[config.mk]
export PLATFORM = sky130hd
export DESIGN_NAME = ctrl_unit_flat
export DESIGN_NICKNAME = d
export VERILOG_FILES = /design/src/rtl/ctrl_unit_if.sv /design/src/rtl/ctrl_unit.sv /design/src/flat_wrapper.sv
export SDC_FILE = /design/constraint.sdc
export NUM_CORES = 1
export LEC_CHECK = 0
export CORE_MARGIN = 8
export CORE_UTILIZATION = 38
export DETAILED_ROUTE_END_ITERATION = 16
export HOLD_SLACK_MARGIN = 0.06
export PLACE_DENSITY = 0.75
export SLEW_MARGIN = 10
export SYNTH_ARGS = -nofsm -noshare
export SYNTH_HDL_FRONTEND = slang
export SYNTH_SLANG_ARGS = --single-unit
export TNS_END_PERCENT = 50
[constraint.sdc]
create_clock -name clk -period 1 [get_ports clk]
set_input_delay 0.15 -clock clk [delete_from_list [all_inputs] [get_ports clk]]
set_output_delay 0.15 -clock clk [all_outputs]
set_load 0.01 [all_outputs]
[src/rtl/ctrl_unit_if.sv]
// ctrl_unit_if -- control/status bundle between the polynomial sequencer
// (ctrl_unit) and its operative block.
//   start       request to evaluate Y = (A*X + B)*X + C
//   overflow    alu overflow flag from the operative block
//   zero        Reg_H == 0 flag from the operative block
//   LX/LS/LH    load enables for Reg_X, Reg_S, Reg_H
//   H           alu operation select
//   M0/M1/M2    mux selects
//   busy/done   sequencer status, done is a one-cycle completion pulse
//   error       sticky overflow of the last evaluation
//   res_zero    zero flag captured at completion
// master: requester/operative-block side; slave: the sequencer.
interface ctrl_unit_if;
    logic       start;
    logic       overflow;
    logic       zero;
    logic       LX, LS, LH;
    logic       H;
    logic [1:0] M0, M1, M2;
    logic       busy;
    logic       done;
    logic       error;
    logic       res_zero;

    modport master (
        output start, overflow, zero,
        input  LX, LS, LH, H, M0, M1, M2, busy, done, error, res_zero
    );

    modport slave (
        input  start, overflow, zero,
        output LX, LS, LH, H, M0, M1, M2, busy, done, error, res_zero
    );
endinterface

[src/rtl/ctrl_unit.sv]
// ctrl_unit -- Moore sequencer for Y = (A*X + B)*X + C.
// Ports:
//   clk   single clock, rising edge
//   rst   synchronous active-low reset
//   bus   ctrl_unit_if.slave (start/overflow/zero in, control + status out)
// Parameter:
//   H_MUL value of H selecting multiply; ~H_MUL selects add.
// Build option:
//   CTRL_OVF_ABORT_EN  overflow in MUL_AX/ADD_B/MUL_X jumps straight to DONE
//                      (Reg_H is not loaded); overflow in ADD_C still
//                      completes normally. Undefined: always run to the end.
// Sequence: IDLE -> LOAD_X -> MUL_AX -> ADD_B -> MUL_X -> ADD_C -> DONE -> IDLE
module ctrl_unit #(
    parameter logic H_MUL = 1'b1
) (
    input  logic       clk,
    input  logic       rst,
    ctrl_unit_if.slave bus
);

    typedef enum logic [2:0] {
        IDLE   = 3'd0,
        LOAD_X = 3'd1,
        MUL_AX = 3'd2,
        ADD_B  = 3'd3,
        MUL_X  = 3'd4,
        ADD_C  = 3'd5,
        DONE   = 3'd6
    } state_t;

    typedef struct packed {
        logic       lx;
        logic       ls;
        logic       lh;
        logic       h;
        logic [1:0] m0;
        logic [1:0] m1;
        logic [1:0] m2;
        logic       busy;
        logic       done;
    } ctrl_t;

    state_t state_q, state_d;
    ctrl_t  ctrl_q;
    logic   error_q, error_d;
    logic   res_zero_q, res_zero_d;

    // Control word for a state. Outputs are registered from the next state,
    // so ctrl_q always matches decode(state_q): pure Moore, no glitches.
    function automatic ctrl_t decode(input state_t s);
        ctrl_t c;
        c      = '0;
        c.h    = ~H_MUL;
        c.busy = (s != IDLE);
        case (s)
            LOAD_X: c.lx = 1'b1;
            MUL_AX: begin                       // Reg_S = A * Reg_X
                c.m0 = 2'b01; c.m1 = 2'b00; c.m2 = 2'b00;
                c.h  = H_MUL; c.ls = 1'b1;
            end
            ADD_B: begin                        // Reg_S = B + Reg_S
                c.m0 = 2'b10; c.m1 = 2'b00; c.m2 = 2'b10;
                c.ls = 1'b1;
            end
            MUL_X: begin                        // Reg_S = Reg_X * Reg_S
                c.m1 = 2'b01; c.m2 = 2'b10;
                c.h  = H_MUL; c.ls = 1'b1;
            end
            ADD_C: begin                        // Reg_H = C + Reg_S
                c.m0 = 2'b11; c.m1 = 2'b00; c.m2 = 2'b10;
                c.lh = 1'b1;
            end
            DONE:    c.done = 1'b1;
            default: ;
        endcase
        return c;
    endfunction

    logic in_alu_state;
    assign in_alu_state = (state_q == MUL_AX) || (state_q == ADD_B) ||
                          (state_q == MUL_X)  || (state_q == ADD_C);

    always_comb begin
        state_d    = state_q;
        error_d    = error_q;
        res_zero_d = res_zero_q;
        case (state_q)
            IDLE: if (bus.start) begin
                state_d = LOAD_X;
                error_d = 1'b0;
            end
            LOAD_X: state_d = MUL_AX;
            MUL_AX: state_d = ADD_B;
            ADD_B:  state_d = MUL_X;
            MUL_X:  state_d = ADD_C;
            ADD_C:  state_d = DONE;
            DONE: begin
                state_d    = IDLE;
                res_zero_d = bus.zero;
            end
            default: state_d = IDLE;
        endcase
        if (in_alu_state && bus.overflow) begin
            error_d = 1'b1;
`ifdef CTRL_OVF_ABORT_EN
            // Skip the remaining steps; ADD_C already heads to DONE.
            if (state_q != ADD_C) state_d = DONE;
`endif
        end
    end

    always_ff @(posedge clk) begin
        if (!rst) begin
            state_q    <= IDLE;
            ctrl_q     <= decode(IDLE);
            error_q    <= 1'b0;
            res_zero_q <= 1'b0;
        end else begin
            state_q    <= state_d;
            ctrl_q     <= decode(state_d);
            error_q    <= error_d;
            res_zero_q <= res_zero_d;
        end
    end

    assign bus.LX       = ctrl_q.lx;
    assign bus.LS       = ctrl_q.ls;
    assign bus.LH       = ctrl_q.lh;
    assign bus.H        = ctrl_q.h;
    assign bus.M0       = ctrl_q.m0;
    assign bus.M1       = ctrl_q.m1;
    assign bus.M2       = ctrl_q.m2;
    assign bus.busy     = ctrl_q.busy;
    assign bus.done     = ctrl_q.done;
    assign bus.error    = error_q;
    assign bus.res_zero = res_zero_q;

endmodule
[src/flat_wrapper.sv]
// flat-port wrapper written by rule: the top's interface ports become plain ports
module ctrl_unit_flat 
#(
    parameter logic H_MUL = 1'b1
)
  (clk, rst, bus_start, bus_overflow, bus_zero, bus_LX, bus_LS, bus_LH, bus_H, bus_M0, bus_M1, bus_M2, bus_busy, bus_done, bus_error, bus_res_zero);
  ctrl_unit_if bus_i ();
  input  logic clk;
  input  logic rst;
  input wire logic [$bits(bus_i.start)-1:0] bus_start;
  input wire logic [$bits(bus_i.overflow)-1:0] bus_overflow;
  input wire logic [$bits(bus_i.zero)-1:0] bus_zero;
  output wire logic [$bits(bus_i.LX)-1:0] bus_LX;
  output wire logic [$bits(bus_i.LS)-1:0] bus_LS;
  output wire logic [$bits(bus_i.LH)-1:0] bus_LH;
  output wire logic [$bits(bus_i.H)-1:0] bus_H;
  output wire logic [$bits(bus_i.M0)-1:0] bus_M0;
  output wire logic [$bits(bus_i.M1)-1:0] bus_M1;
  output wire logic [$bits(bus_i.M2)-1:0] bus_M2;
  output wire logic [$bits(bus_i.busy)-1:0] bus_busy;
  output wire logic [$bits(bus_i.done)-1:0] bus_done;
  output wire logic [$bits(bus_i.error)-1:0] bus_error;
  output wire logic [$bits(bus_i.res_zero)-1:0] bus_res_zero;
  assign bus_i.start = bus_start;
  assign bus_i.overflow = bus_overflow;
  assign bus_i.zero = bus_zero;
  assign bus_LX = bus_i.LX;
  assign bus_LS = bus_i.LS;
  assign bus_LH = bus_i.LH;
  assign bus_H = bus_i.H;
  assign bus_M0 = bus_i.M0;
  assign bus_M1 = bus_i.M1;
  assign bus_M2 = bus_i.M2;
  assign bus_busy = bus_i.busy;
  assign bus_done = bus_i.done;
  assign bus_error = bus_i.error;
  assign bus_res_zero = bus_i.res_zero;
  ctrl_unit #(.H_MUL(H_MUL)) u_core (.clk(clk), .rst(rst), .bus(bus_i));
endmodule
After elaboration in Yosys (flattened, before gate mapping). Index checks and enable logic that the tools add are counted.

Equal/unequal tests: 12. Multiplexer cells: 12. Reduce and logical (&&, ||, !) cells: 12.

Operators with widths (count): equality test 3 bit (second input constant) (6); case mux 3 bit (6 select lines) (1); equality test 3 x 2 -> 1 bit (second input constant) (4); 2-to-1 mux 1 bit (8); equality test 3 x 1 -> 1 bit (second input constant) (2); case mux 2 bit (3 select lines) (1); case mux 3 bit (2 select lines) (1); nonzero test 2 bit (2); OR reduction 2 bit (2); zero test 3 bit (1); logical OR 1 bit (3); 2-to-1 mux 3 bit (1); nonzero test 3 bit (1); OR reduction 3 bit (1); AND reduction 2 bit (1); logical AND 1 bit (1).

Bits in registers: 17. Output and inout port bits: 14. Word-level logic and storage cells: 48.

Longest topological paths before layout. Gate-level depths: netlist of run 1.

Depth after elaboration: 7. Mapped depth: 3. Mapped depth without buffers: 2.

Worst setup path before layout of run 1. Ideal clock, no wire load.

Path type: reg2reg. Start: reg u_core.state_q[2]. End: reg u_core.state_q[1]. Library setup time: 66 ps. Arrival: 932 ps. Slack: 2 ps. Cell stages (with the launch flop): 4. Path buffers: 1. Period minus slack after synthesis: 998 ps. Cells stage by stage: dfxtp_1 buf_6 or3b_1 a21oi_2.

Longest elaborated chain between the ends: 2. Elaborated cells between the ends (all ways): 7.

RTL lines: from (decl) (RTL line ctrl_unit.sv:43) `state_t state_q, state_d;`; from (signal assigned) (RTL line ctrl_unit.sv:119) `state_q <= state_d;`; equality test 3 bit (tied with other cells) (RTL line ctrl_unit.sv:87) `case (state_q)`; case mux 3 bit (6 select lines) (*) (RTL line ctrl_unit.sv:87).

Every way passes the cells marked *; elsewhere a longest branch is shown, timed or not. A chain may end at the register's enable or synchronous reset.

Final worst setup path of run 1.
Start: reg u_core.state_q[2]. End: reg u_core.ctrl_q (netlist bit u_core.bus.M1[0]).

Longest elaborated chain between the ends: 5. Elaborated cells between the ends (all ways): 13.

RTL lines: equality test 3 bit (tied with other cells) (RTL line ctrl_unit.sv:87); case mux 3 bit (6 select lines) (*) (RTL line ctrl_unit.sv:87); equality test 3 x 2 -> 1 bit or equality test 3 bit (tied branches) (RTL line ctrl_unit.sv:55) `case (s)`; OR reduction 2 bit (no source line); case mux 3 bit (2 select lines) (*) (RTL line ctrl_unit.sv:55); to (signal assigned) (RTL line ctrl_unit.sv:115) `ctrl_q <= decode(IDLE);`; to (signal assigned) (RTL line ctrl_unit.sv:120) `ctrl_q <= decode(state_d);`; to (decl) (RTL line ctrl_unit.sv:44) `ctrl_t ctrl_q;`.

Marked as above.

==> impl_metrics.json, run 1 <==
{
  "grt_max_degree": 11,
  "sequentialPowerShare": 0.499,
  "area_occupied_by_multi_input_gates_sq_um": 253,
  "ys_ff_latch": 15,
  "antenna_found_initial": 0,
  "die-height_um": 54.8,
  "fin_skew_ps": 2.52,
  "finalNonFillerCells": 93,
  "detail_route.wirelength_um": 1190,
  "setup_violations": 0,
  "grt_pass1_vias": 389,
  "crit_slowest_cell": "dfxtp_2",
  "avgRoutedWirePerCell_um": 12.8,
  "std_cell_rows": 14,
  "power.internal_mw": 1.02,
  "final.setup.worst_slack_ps": 12.4,
  "routabilityCongestion": 0.695,
  "rsz_0062_raised_after_global_routing": "yes",
  "design.core.area_sq_um": 1450,
  "synth.avg_cell_area_sq_um": 10.2,
  "finalNetCount": 83,
  "post_route_ant_nets": 0,
  "clk_pin_slew_ps": 90,
  "drt-initial-drc-count": 1,
  "timing.critical_path.cells": "buf_4 > and3b_1 > and2_1",
  "dp_slack_ps": -165,
  "filler_cell_count": 143,
  "power.share.clock": 0.241,
  "post-dp-hpwl_um": 826,
  "via_count": 448,
  "p_comb_frac": 0.259,
  "worstPathArrival_ps": 1170,
  "maxCapViolCount": 0,
  "ys_top_cells_by_area": "dfxtp_1 (53%), nand2b_1 (4.4%), nor4b_4 (4.2%)",
  "global_route.usage.total": 0.0745,
  "synth_cell_type_count": 22,
  "yosys_warnings": 0,
  "critPathRequiredTime_ps": 1190,
  "grt_first_pass_wirelength_um": 1660,
  "numPortBuffers": 16,
  "post_synth_instance_area_sq_um": 571,
  "min_period_over_period": 0.988,
  "syn_inst": 56,
  "numCtsBuffers": 3,
  "clock_sink_count": 15,
  "cts_tree": "yes",
  "timing.critical_path.to_type": "flop",
  "status": "finished, final reports clean",
  "cts.htree.levels": 1,
  "cp_num_cells": 3,
  "critical_path.max_stage_delay_ps": 370,
  "area_taken_by_flip_flops_and_latches_sq_um": 313,
  "fmaxAchievable_mhz": 1010,
  "place_inst": 88,
  "crit_path_start_kind": "flop",
  "worst_r2r_path_depth": 3,
  "drt_first_pass_iters": 2,
  "layout-area-overhead-vs-synth_pct": 35.7,
  "post-route-min-period_ps": 988,
  "final_layout_size_suffix_gt1_frac": 0.455,
  "antenna-diode-count": 0,
  "power_density_nw_per_um2": 1880,
  "synth_largest_type_area_fraction": 0.526,
  "worst_ir_drop_vdd_mv": 0.972,
  "timing.hold.worst.class": "in -> reg",
  "critPathKind": "reg -> reg",
  "sw_frac": 0.300,
  "die_width_um": 54.8,
  "static_leakage_power_nw": 0.342,
  "timing.critical_path.buf_inv": 1,
  "layout_common_cells": "dfxtp_1 (9), clkbuf_2 (6)",
  "synth-seq-area-share": 0.526,
  "layout.cells.most_common": "dfxtp_1",
  "detail_route.vias_per_cell": 4.82,
  "num_io_pins": 19,
  "timing_max_transition_violations_final": 0,
  "timing.critical_path.fanout_max": 7,
  "hold-path-cell-count": 3,
  "cts_root_buf": "clkbuf_4",
  "finalHoldViolations": 0,
  "global_route.overflow_total": 0,
  "detail_route.drc_violations": 0,
  "start_util": 0.392,
  "die_area_sq_um": 3000,
  "synth.largest_area_cell": "dfxtp_1",
  "critical_path.top_delay_family": "flip-flops",
  "total_power_mw": 1.45,
  "switchingPower_uw": 437,
  "clockBufferDepth": 2,
  "clk_latency_ps": 280,
  "hold_buffers": 0
}
-- area by class of cell --
| cell class | instances | share of cell area |
|---|---|---|
| inverters | 2 | 0.00969 |
| clock inverters | 1 | 0.00646 |
| repair buffers | 22 | 0.199 |
| well taps | 16 | 0.0258 |
| multi-input cells | 34 | 0.326 |
| flip-flops and latches | 15 | 0.404 |
| clock buffers | 3 | 0.0291 |
-- logic make-up after synthesis --
kind of cell / share of synthesized area
AOI/OAI and AO/OA: 0.0899
and+or+nand+nor: 0.254
other: 0.00657
muxes: 0.0175
xor gates and xnor gates: 0.0154
buffers and inverters: 0.0899
DFF: 0.526
-- layer usage --
| metal | vias up | track usage | part of all wire |
|---|---|---|---|
| met5 | - | 0 | 0 |
| met4 | 0 | 0.0246 | 0.010 |
| met3 | 2 | 0.0353 | 0.096 |
| met2 | 14 | 0.126 | 0.47 |
| met1 | 209 | 0.0793 | 0.42 |
| li1 | 223 | - | - |
-- stage by stage --
stage	area, sq um	TNS, ps	hold WS, ps	utilization
final	774	0	408	0.533
after global routing	774	-40.6	441	0.533
after CTS	791	-72.0	404	0.544
after detailed placement	748	-1330	461	0.515
after global placement	748	-1100	449	0.515
after floorplan	574	0	289	-
-- worst register-to-register path: stages (launching register included) --
cell and delay, ps:
dfxtp_2 370, buf_4 150, and3b_1 210, and2_1 160
-- power groups by stage --
stage / logic [mW] / registers (mW) / clock network (mW)
after floorplan: 0.207 / 0.733 / 0
after global placement: 0.347 / 0.733 / 0
after detailed placement: 0.354 / 0.737 / 0
after CTS: 0.337 / 0.726 / 0.354
after global routing: 0.408 / 0.734 / 0.379
final: 0.377 / 0.726 / 0.351
-- worst paths after layout --
path                             from                  end  slack (ps)
setup / recovery    u_core.state_q[2]     u_core.bus.M1[0]          10
hold / removal               bus_zero  u_core.bus.res_zero         410
setup reg to reg    u_core.state_q[2]     u_core.bus.M1[0]          10
hold reg to reg   u_core.bus.res_zero  u_core.bus.res_zero         470
-- synth_stat cells (all sizes together) --
| cell | count |
|---|---|
| nor2 | 5 |
| nor3 | 1 |
| o2bb2ai | 2 |
| nand2 | 5 |
| or3b | 2 |
| mux2i | 1 |
| a221oi | 1 |
| nor4b | 1 |
| and3b | 1 |
| inv | 2 |
| dfxtp | 15 |
| a21oi | 3 |
| nand2b | 4 |
| o22ai | 1 |
| conb | 1 |
| and2 | 2 |
| buf | 6 |
| nand3b | 2 |
| xnor2 | 1 |
-- flip-flops by register name, indices dropped and copies added (netlist names) --
name and count:
u_core.bus.error 1, u_core.bus.M1 1, u_core.bus.H 1, u_core.bus.LS 1
u_core.bus.M0 2, u_core.bus.M2 1, u_core.bus.res_zero 1, u_core.bus.busy 1
u_core.bus.LH 1, u_core.bus.LX 1, u_core.bus.done 1, u_core.state_q 3
-- timing repair --
| action | CTS | global route |
|---|---|---|
| pin swaps | 1 | 3 |
| gates resized for setup | 34 | 23 |
| setup buffers | 0 | 1 |
| setup endpoints to repair | 18 | 24 |
| hold endpoints to repair | 0 | 0 |
Note: power is estimated with default switching activity, not from simulation.
==> run 2: changes to the inputs <==
SKIP_LAST_GASP = 1   (was not set)
SLEW_MARGIN = 5   (was 10)
==> run 2 against run 1 <==
Against the previous run:
- sequential power is 0.6% higher
- die area stayed put
- non-clock buffer count is 1 lower
- flip-flop and latch count stayed put
- register-to-register slack hardly changed
- largest cell class unchanged
- combinational power is 13% lower
- global-route usage stayed put
- first-iteration DRC count grew to 4.0 times the previous value
- clock power is 1% lower
- core utilization is 0.086 points higher
==> impl_metrics.json, run 2 (synthesis gave the netlist of run 1 again) <==
{
  "fin_skew_ps": 8.10,
  "global_route.usage.total": 0.0745,
  "status": "finished, final reports clean",
  "die_width_um": 54.8,
  "critical_path.max_stage_delay_ps": 300,
  "timing.critical_path.buf_inv": 1,
  "numPortBuffers": 16,
  "critPathRequiredTime_ps": 850,
  "global_route.overflow_total": 0,
  "worstPathArrival_ps": 850,
  "numCtsBuffers": 3,
  "place_inst": 88,
  "post_route_ant_nets": 0,
  "hold-worst-slack_ps": 411,
  "grt_pass1_vias": 392,
  "maxCapViolCount": 0,
  "clk_pin_slew_ps": 100,
  "finalHoldViolations": 0,
  "detail_route.wirelength_um": 1030,
  "hold-path-cell-count": 3,
  "power.internal_mw": 1.01,
  "crit_slowest_cell": "dfxtp_1",
  "cp_num_cells": 1,
  "critical_path.top_delay_family": "flip-flops",
  "crit_path_start_kind": "flop",
  "layout-area-overhead-vs-synth_pct": 36.0,
  "drt_first_pass_iters": 4,
  "cts.htree.levels": 1,
  "antenna_found_initial": 0,
  "critPathKind": "reg -> out",
  "setup_violations": 0,
  "die-height_um": 54.8,
  "timing.critical_path.to_type": "output port",
  "grt_max_degree": 11,
  "timing.critical_path.cells": "dlygate4sd2_1",
  "final_cell_area_sq_um": 776,
  "clock_sink_count": 15,
  "largest_register": "u_core.state_q",
  "detail_route.drc_violations": 0,
  "std_cell_rows": 14,
  "start_util": 0.392,
  "largest_register_ff_count": 3,
  "worst_r2r_path_depth": 3,
  "num_io_pins": 19,
  "clockBufferDepth": 2,
  "drt-initial-drc-count": 4,
  "p_comb_frac": 0.234,
  "post-dp-hpwl_um": 826,
  "sequentialPowerShare": 0.519,
  "static_leakage_power_nw": 0.322,
  "routabilityCongestion": 0.695,
  "rsz_0062_raised_after_global_routing": "yes",
  "die_area_sq_um": 3000,
  "worst_ir_drop_vdd_mv": 0.960,
  "min_period_over_period": 0.999,
  "switchingPower_uw": 400,
  "antenna-diode-count": 0,
  "timing.critical_path.fanout_max": 1,
  "post-route-min-period_ps": 999,
  "hold_buffers": 0,
  "clk_latency_ps": 280,
  "cts_root_buf": "clkbuf_4",
  "detail_route.vias_per_cell": 4.68,
  "cts_tree": "yes",
  "sw_frac": 0.285,
  "power_density_nw_per_um2": 1810,
  "finalNetCount": 82,
  "placed_cell_area_sq_um": 748,
  "via_count": 431,
  "final_layout_size_suffix_gt1_frac": 0.289,
  "finalNonFillerCells": 92,
  "total_power_mw": 1.40,
  "power.share.clock": 0.246,
  "layout_common_cells": "dfxtp_1 (11), nand2_1 (5), nor2_1 (5)",
  "design.core.area_sq_um": 1450,
  "grt_first_pass_wirelength_um": 1660,
  "layout.cells.most_common": "dfxtp_1",
  "avgRoutedWirePerCell_um": 11.2,
  "timing.hold.worst.class": "in -> reg",
  "fmaxAchievable_mhz": 1000,
  "timing_max_transition_violations_final": 0
}
run 2: cell type report:
type | instances | area (sq um)
Clock buffer | 3 | 22.5
Clock inverter | 1 | 5.00
Fill cell | 136 | 678
Inverter | 2 | 7.51
Multi-Input combinational cell | 34 | 223
Sequential cell | 15 | 308
Tap cell | 16 | 20.0
Timing Repair Buffer | 21 | 190
run 2: worst paths after layout:
kind                          to  slack (ps)           startpoint
max                     bus_busy         0.7      u_core.bus.busy
min          u_core.bus.res_zero         410             bus_zero
max reg2reg        u_core.bus.LX         0.7    u_core.state_q[2]
min reg2reg  u_core.bus.res_zero         470  u_core.bus.res_zero
run 2: repair_timing:
action,4_1_cts,5_1_grt
gates cloned,0,0
setup buffers,0,0
pin swaps,1,1
resized for setup,27,9
setup endpoints to repair,18,25
run 2: routing by layer:
layer	vias up	track usage	share of wire
met3	2	0.0353	0.11
met4	0	0.0246	0.0087
met1	193	0.0793	0.40
met2	14	0.126	0.48
li1	222	-	-
met5	-	0	0
run 2: through the flow:
step,util,setup slack [ps],TNS (ps)
2_1_floorplan,-,2.44,0
3_3_place_gp,0.515,-144,-1100
3_5_place_dp,0.515,-165,-1330
4_1_cts,0.536,-31.2,-181
5_1_grt,0.534,-53.8,-313
6_report,0.534,0.689,0
run 2: power by group through the flow:
stage | registers [mW] | clock network [mW] | logic (mW)
detailed placement | 0.737 | 0 | 0.354
global route | 0.739 | 0.379 | 0.359
finish | 0.730 | 0.346 | 0.329
CTS | 0.724 | 0.354 | 0.333
global placement | 0.733 | 0 | 0.347
floorplan | 0.733 | 0 | 0.207
